===== src/rtl/reset_sequencer.sv =====
// reset_sequencer: holds downstream resets until PLL lock is stable, then releases them
// one at a time with fixed spacing; re-runs the sequence on soft request or lock loss.
module reset_sequencer #(
    parameter int N_OUT       = 3,
    parameter int DELAY       = 24,
    parameter int LOCK_STABLE = 16,
    parameter int HOLD_CYCLES = 8
) (
    input  logic             clk,
    input  logic             reset_n,
    input  logic             pll_locked,
    input  logic             soft_req,
    output logic [N_OUT-1:0] rst_out,
    output logic             ready,
    output logic             soft_ack
);
    localparam int MAX_DL = DELAY > LOCK_STABLE ? DELAY : LOCK_STABLE;
    localparam int MAX_V  = MAX_DL > HOLD_CYCLES ? MAX_DL : HOLD_CYCLES;
    localparam int CW     = MAX_V > 1 ? $clog2(MAX_V) : 1;
    localparam int IW     = N_OUT > 1 ? $clog2(N_OUT) : 1;

    typedef enum logic [1:0] {WAIT_LOCK, RELEASE, RUN, SOFT} state_t;

    state_t           state_q, state_d;
    logic [CW-1:0]    cnt_q, cnt_d;
    logic [IW-1:0]    idx_q, idx_d;
    logic [N_OUT-1:0] rst_q, rst_d;
    logic             ready_q, ready_d;
    logic             ack_q, ack_d;
    logic [1:0]       sync_q;
    logic             lock_s;

    assign lock_s   = sync_q[1];
    assign rst_out  = rst_q;
    assign ready    = ready_q;
    assign soft_ack = ack_q;

    always_ff @(posedge clk or negedge reset_n) begin
        if (!reset_n) begin
            state_q <= WAIT_LOCK;
            cnt_q   <= '0;
            idx_q   <= '0;
            rst_q   <= '1;
            ready_q <= 1'b0;
            ack_q   <= 1'b0;
            sync_q  <= '0;
        end else begin
            state_q <= state_d;
            cnt_q   <= cnt_d;
            idx_q   <= idx_d;
            rst_q   <= rst_d;
            ready_q <= ready_d;
            ack_q   <= ack_d;
            sync_q  <= {sync_q[0], pll_locked};
        end
    end

    always_comb begin
        state_d = state_q;
        cnt_d   = cnt_q;
        idx_d   = idx_q;
        rst_d   = rst_q;
        ready_d = ready_q;
        ack_d   = 1'b0;
        // lock loss outranks everything, including a soft request in RUN
        if (state_q != WAIT_LOCK && !lock_s) begin
            state_d = WAIT_LOCK;
            rst_d   = '1;
            ready_d = 1'b0;
            cnt_d   = '0;
        end else begin
            case (state_q)
                WAIT_LOCK: begin
                    if (!lock_s) begin
                        cnt_d = '0;
                    end else if (cnt_q == CW'(LOCK_STABLE - 1)) begin
                        state_d = RELEASE;
                        cnt_d   = '0;
                        idx_d   = '0;
                    end else begin
                        cnt_d = cnt_q + 1'b1;
                    end
                end
                RELEASE: begin
                    if (cnt_q == CW'(DELAY - 1)) begin
                        rst_d[idx_q] = 1'b0;
                        cnt_d        = '0;
                        idx_d        = idx_q + 1'b1;
                        if (idx_q == IW'(N_OUT - 1)) begin
                            state_d = RUN;
                            ready_d = 1'b1;
                        end
                    end else begin
                        cnt_d = cnt_q + 1'b1;
                    end
                end
                RUN: begin
                    if (soft_req) begin
                        state_d = SOFT;
                        rst_d   = '1;
                        ready_d = 1'b0;
                        cnt_d   = '0;
                    end
                end
                SOFT: begin
                    if (cnt_q == CW'(HOLD_CYCLES - 1)) begin
                        state_d = RELEASE;
                        ack_d   = 1'b1;
                        cnt_d   = '0;
                        idx_d   = '0;
                    end else begin
                        cnt_d = cnt_q + 1'b1;
                    end
                end
                default: state_d = WAIT_LOCK;
            endcase
        end
    end
endmodule


===== config.mk =====
export PLATFORM = sky130hd
export DESIGN_NAME = reset_sequencer
export DESIGN_NICKNAME = d
export VERILOG_FILES = /design/src/rtl/reset_sequencer.sv
export SDC_FILE = /design/constraint.sdc
export NUM_CORES = 1
export LEC_CHECK = 0
export CAP_MARGIN = 20
export CORE_MARGIN = 3
export CORE_UTILIZATION = 49
export CTS_BUF_LIST = sky130_fd_sc_hd__clkbuf_16
export CTS_CLUSTER_DIAMETER = 80
export DETAILED_ROUTE_END_ITERATION = 8
export PLACE_DENSITY = 0.69
export SETUP_SLACK_MARGIN = 0.4
export SYNTH_ARGS = -nofsm -noshare
export SYNTH_HDL_FRONTEND = slang
export SYNTH_SLANG_ARGS = --single-unit

===== constraint.sdc =====
create_clock -name clk -period 2.65 [get_ports clk]
set_clock_uncertainty 0.1 [all_clocks]
set_input_delay 0.53 -clock clk [delete_from_list [all_inputs] [get_ports clk]]
set_output_delay 0.53 -clock clk [all_outputs]
set_load 0.1 [all_outputs]

# Word-level counts from Yosys, hierarchy flattened
# Index checks and enable logic that the tools add are counted.
[word_totals] register_bits=16 out_inout_bits=5
[classes] addsub=2 n_lt_le_gt_ge=2 n_eq_ne=17 muxes=34 n_bitwise=3 reduce_logical=11
[ops] cell="two-way mux 5 bit" n=6
[ops] cell="two-way mux 2 bit" n=11
[ops] cell="case mux 5 bit (4 select lines)" n=1
[ops] cell="inequality test 3 bit, second input constant" n=6
[ops] cell="AND reduction 6 bit" n=2
[ops] cell="two-way mux 3 bit" n=3
[ops] cell="two-way mux 1 bit" n=8
[ops] cell="inequality test 2 bit, second input constant" n=4
[ops] cell="case mux 2 bit (4 select lines)" n=1
[ops] cell="equality test 2 bit, second input constant" n=3
[ops] cell="case mux 2 bit (3 select lines)" n=1
[ops] cell="case mux 3 bit (2 select lines)" n=1
[ops] cell="nonzero test 3 bit" n=2
[ops] cell="adder 5 x 1 -> 5 bit, second input constant" n=1
[ops] cell="equality test 5 x 3 -> 1 bit, second input constant" n=1
[ops] cell="equality test 5 x 4 -> 1 bit, second input constant" n=1
[ops] cell="equality test 5 bit, second input constant" n=1
[ops] cell="AND reduction 4 bit" n=1
[ops] cell="AND 3 bit" n=1
[ops] cell="less-than comparator 2 x 3 -> 1 bit, second input constant" n=1
[ops] cell="NOT 3 bit" n=1
[ops] cell="AND reduction 3 bit" n=1
[ops] cell="adder 2 x 1 -> 2 bit, second input constant" n=1
[ops] cell="demux 1 bit (select 2 bit)" n=1
[ops] cell="other kinds (8)" n=9

# Longest topological paths before layout
[depth] depth_word=9 mapped_depth=8 ltp_nobuf=8

# Worst setup path after synthesis
# OpenSTA, ideal clock, no wires.
[synth_path] path_kind="reg2reg" from="reg state_q[0]" to="reg ready_q, in the netlist ready" t_arrival_ns=1.630 required_time_ns=2.424 setup_slack_ns=0.793 path_stages_with_launch=8 n_path_buf=1 cell_sequence="dfrtp_1 > inv_1 > ha_1 > buf_4 > o21ai_2 > o32ai_2 > nor3_2 > mux2_4"
[synth_between] elab_chain_cells=4 word_cells_on_any_way=11 classes_between="eq/ne: 5; mux: 2; reduce/logical: 4"
[synth_rtl] item="start, declared" line="24" text="state_t state_q, state_d;"
[synth_rtl] item="start signal, assigned" line="48" text="state_q <= state_d;"
[synth_rtl] item="nonzero test 2 bit" line="66" text="if (state_q != WAIT_LOCK && !lock_s) begin"
[synth_rtl] item="logical AND 1 bit" line="66"
[synth_rtl] item="inequality test 3 bit (no line) / nonzero test 3 bit (equally long branches)"
[synth_rtl] item="AND reduction 4 bit (no line)"
[synth_rtl] item="end signal, assigned" line="52" text="ready_q <= ready_d;"
[synth_rtl] item="end, declared" line="28" text="logic ready_q, ready_d;"
# Parallel ways exist; a longest one is shown, timed or not.
# A chain may end at the register's enable or synchronous reset.

# Worst setup path after layout
[layout_path] from="reg cnt_q[0]" to="reg idx_q[0]"
[layout_between] elab_chain_cells=3 word_cells_on_any_way=7 classes_between="eq/ne: 6; reduce/logical: 1"
[layout_rtl] item="start, declared" line="25" text="logic [CW-1:0] cnt_q, cnt_d;"
[layout_rtl] item="start signal, assigned" line="49" text="cnt_q <= cnt_d;"
[layout_rtl] item="equality test 5 x 3 -> 1 bit (tied with other cells)" line="106" text="if (cnt_q == CW'(HOLD_CYCLES - 1)) begin"
[layout_rtl] item="inequality test 2 bit (no line)"
[layout_rtl] item="AND reduction 6 bit (no line) *"
[layout_rtl] item="end signal, assigned" line="50" text="idx_q <= idx_d;"
[layout_rtl] item="end, declared" line="26" text="logic [IW-1:0] idx_q, idx_d;"
# Mark *: on every way between the ends. The rest lies on a longest branch, timed or not.

==> run_results.csv <==
group,metric,value,unit
status,status,"finished, final reports clean",
clock_tree,cts_buffers,3,
layout,design_area,1191,µm²
yosys,synthAdderAreaFrac,12.22,%
yosys,synth_edf_count,0,
yosys,synth_cell_types,42,
timing,period_minus_slack,2.043,ns
timing,finalSetupViolCount,0,
worst_setup_path,critPathSlowestCell,"dfrtp_1",
layout,area_delta_synth_final,16.38,%
grt,grt.overflow.total,0,
layout,layout_common_cells,"13 x dfrtp_1, 9 x nand2_1, 8 x o21ai_0, 8 x ha_1, 7 x inv_1",
place,post-place-ws,0.4638,ns
worst_setup_path,worstPathCellList,"ha_2, nand3_1, inv_1, ha_1, nand2_1, a211oi_1, o21ai_0, mux2_2",
worst_setup_path,required,2.68,ns
yosys,syn_nets,114,
yosys,synth_top_family_by_area,"simple AND/OR/NAND/NOR gates",
clock_tree,cts_buffer_depth,2,
timing,fmax,489.5,MHz
layout,layout.core_utilization,64.76,%
grt,grt_usage,16.71,%
layout,diodes,0,
place,dpl.hpwl,1447,µm
layout,multi_input_area,583.1,µm²
worst_setup_path,cp-start-kind,"register",
clock_tree,h-tree-depth,1,
clock_tree,clk_pin_slew,0.05,ns
clock_tree,clock_sinks,16,
detailed_routing,wl,1926,µm
place,postPlaceCellArea,1107,µm²
yosys,syn_area_per_cell,10.23,µm²
worst_setup_path,crit_path_max_fanout,5,
power,power,0.001245,W
yosys,yosysSeqAreaShare,39.49,%
run,maxCapViolCount,0,
timing,finalWorstSetupSlack,0.6071,ns
layout,drive_gt1_share,20.91,%
worst_setup_path,arrival,2.07,ns
hold_path,hp-class,"register to register",
power,ir_worst_vdd,598.7,µV
grt,grt_pass1_vias,779,
floorplanning,num_rows,15,
floorplanning,dieHeight,51.70,µm
yosys,ys_warn_count,0,
timing,timing_hold_violations_final,0,
layout,n_fill_cell,157,
worst_setup_path,critPathMaxStageDelay,0.39,ns
timing,finalSetupTns,0,ns
grt,antenna_found_initial,0,
timing,slew_headroom,54.50,%
timing,maxSlewViolCount,0,
power,power_density,1046,nW/µm²
detailed_routing,wl_per_cell,14.27,µm
floorplanning,die-area,2673,µm²
detailed_routing,vias_per_cell,5.778,
place,gp_congestion,0.8114,
floorplanning,ios,9,
grt,grt_max_degree,17,
timing,grt_setup_unrepaired,"no",
layout,final_common_cell,"dfrtp_1",
clock_tree,cts_hold_buf,0,
layout,seqCellArea,404.1,µm²
timing,tightest_slew,0.6803,ns
detailed_routing,ant_nets,0,
floorplanning,core-area,1839,µm²
worst_setup_path,worst_setup_path_end_kind,"register",
timing,fin_crit_sh,77.09,%
worst_setup_path,critPathKind,"register to register",
grt,grt_pass1_wl,3346,µm
yosys,syn_area,1023,µm²
clock_tree,cts_tree,"built",
worst_setup_path,crit_family,"compound AO/OA/AOI/OAI gates",
yosys,synth_compound_area_share,19.07,%
yosys,synthMuxAreaShare,3.545,%
detailed_routing,drc,0,
yosys,ys_seq_elements,16,
clock_tree,clock_latency,0.24,ns
detailed_routing,drt_iter0_drc,22,
detailed_routing,num_vias,780,
yosys,yosys.area_share.simple,20.78,%
place,port_buffers,8,
yosys,synth_xor_area_share,0.8557,%
floorplanning,start_util,55.65,%
detailed_routing,firstDrtPassIters,4,
yosys,async_reset_ff_share,100.0,%
layout,nets,125,
worst_setup_path,crit_buf_inv,1,
power,p_leak,0.5088,nW
yosys,synthesis.instances,100,
yosys,synth_flop_cell,"dfrtp_1",
floorplanning,dieWidth,51.70,µm
clock_tree,cts-root-buf,"clkbuf_16",
[state kept, by name, summed over array words and instances, names as in the netlist]
name and count:
cnt_q 5, rst_out 3, idx_q 2, state_q 2, sync_q 2, ready 1
soft_ack 1
[Yosys cell counts, types with 2 or more instances]
cell type,count,area (µm²)
buf_4,2,15.01
nor2b_1,2,12.51
nand3_1,3,15.01
o31ai_1,2,15.01
a21oi_1,2,10.01
nand2_1,9,33.78
dfstp_2,3,78.83
nor3_1,2,10.01
o21ai_0,8,40.04
o2bb2ai_1,3,26.28
nor2_1,4,15.01
nand2b_1,2,12.51
dfrtp_1,13,325.3
or3_1,2,12.51
inv_1,7,26.28
ha_1,10,125.1
[worst register-to-register path: stages (launching register included)]
cell,delay [ns]
dfrtp_1,0.39
ha_2,0.24
nand3_1,0.11
inv_1,0.07
ha_1,0.19
nand2_1,0.09
a211oi_1,0.29
o21ai_0,0.16
mux2_2,0.28
[kinds of logic (layout without fill, tap and decap cells)]
kind of cell / after synthesis / count (layout)
buffers and inverters: 9 / 19
XOR/XNOR: 1 / 1
adder cells (fa/ha/maj): 10 / 10
flip-flops: 16 / 16
AO/OA/AOI/OAI: 27 / 27
AND/OR/NAND/NOR: 34 / 34
multiplexers: 3 / 3
[area by class of cell]
| type | count | share of cell area (%) |
|---|---|---|
| Sequential cell | 16 | 33.93 |
| Inverter | 7 | 2.206 |
| Clock buffer | 3 | 6.303 |
| Clock inverter | 1 | 0.3151 |
| Multi-Input combinational cell | 75 | 48.95 |
| Timing Repair Buffer | 8 | 5.672 |
| Tap cell | 25 | 2.626 |
[report_power, final]
group          leakage, nW  internal [W]  switching, W
combinational        0.269      0.000230      0.000388
sequential           0.201      0.000296     0.0000432
clock               0.0385      0.000200     0.0000885
total                0.509      0.000725      0.000520
[stage by stage]
stage	std cells	hold slack [ns]
2_1_floorplan	100	0.1344
3_3_place_gp	131	0.2394
3_5_place_dp	131	0.2402
4_1_cts	135	0.2613
5_1_grt	135	0.2718
6_report	135	0.2596
[per-layer routing]
metal  share of wire [%]  up-vias  global-route usage (%)
met5                   0        -                       0
met4                 1.6        0                   9.170
met2                  46       17                   26.06
met1                  48      375                   21.30
li1                    -      384                       -
met3                 4.2        4                   3.725
[repair_timing]
action | in CTS | in global routing
setup endpoints to repair | 0 | 2
setup buffers | 0 | 0
resized for setup | 0 | 2
[final timing paths]
path | start | endpoint | slack [ns] | depth (start not counted)
setup / recovery | cnt_q[0]$_DFFE_PN0N_ | idx_q[0]$_DFFE_PN0P_ | 0.61 | 8
hold / removal | sync_q[0]$_DFF_PN0_ | sync_q[1]$_DFF_PN0_ | 0.26 | 0
setup reg to reg | cnt_q[0]$_DFFE_PN0N_ | idx_q[0]$_DFFE_PN0P_ | 0.61 | 8
hold reg to reg | sync_q[0]$_DFF_PN0_ | sync_q[1]$_DFF_PN0_ | 0.26 | 0
max in group asynchronous | reset_n | idx_q[1]$_DFFE_PN0P_ | 1.41 | 1
min in group asynchronous | reset_n | cnt_q[0]$_DFFE_PN0N_ | 0.60 | 1
No activity file was read; power rests on OpenSTA's default activity.
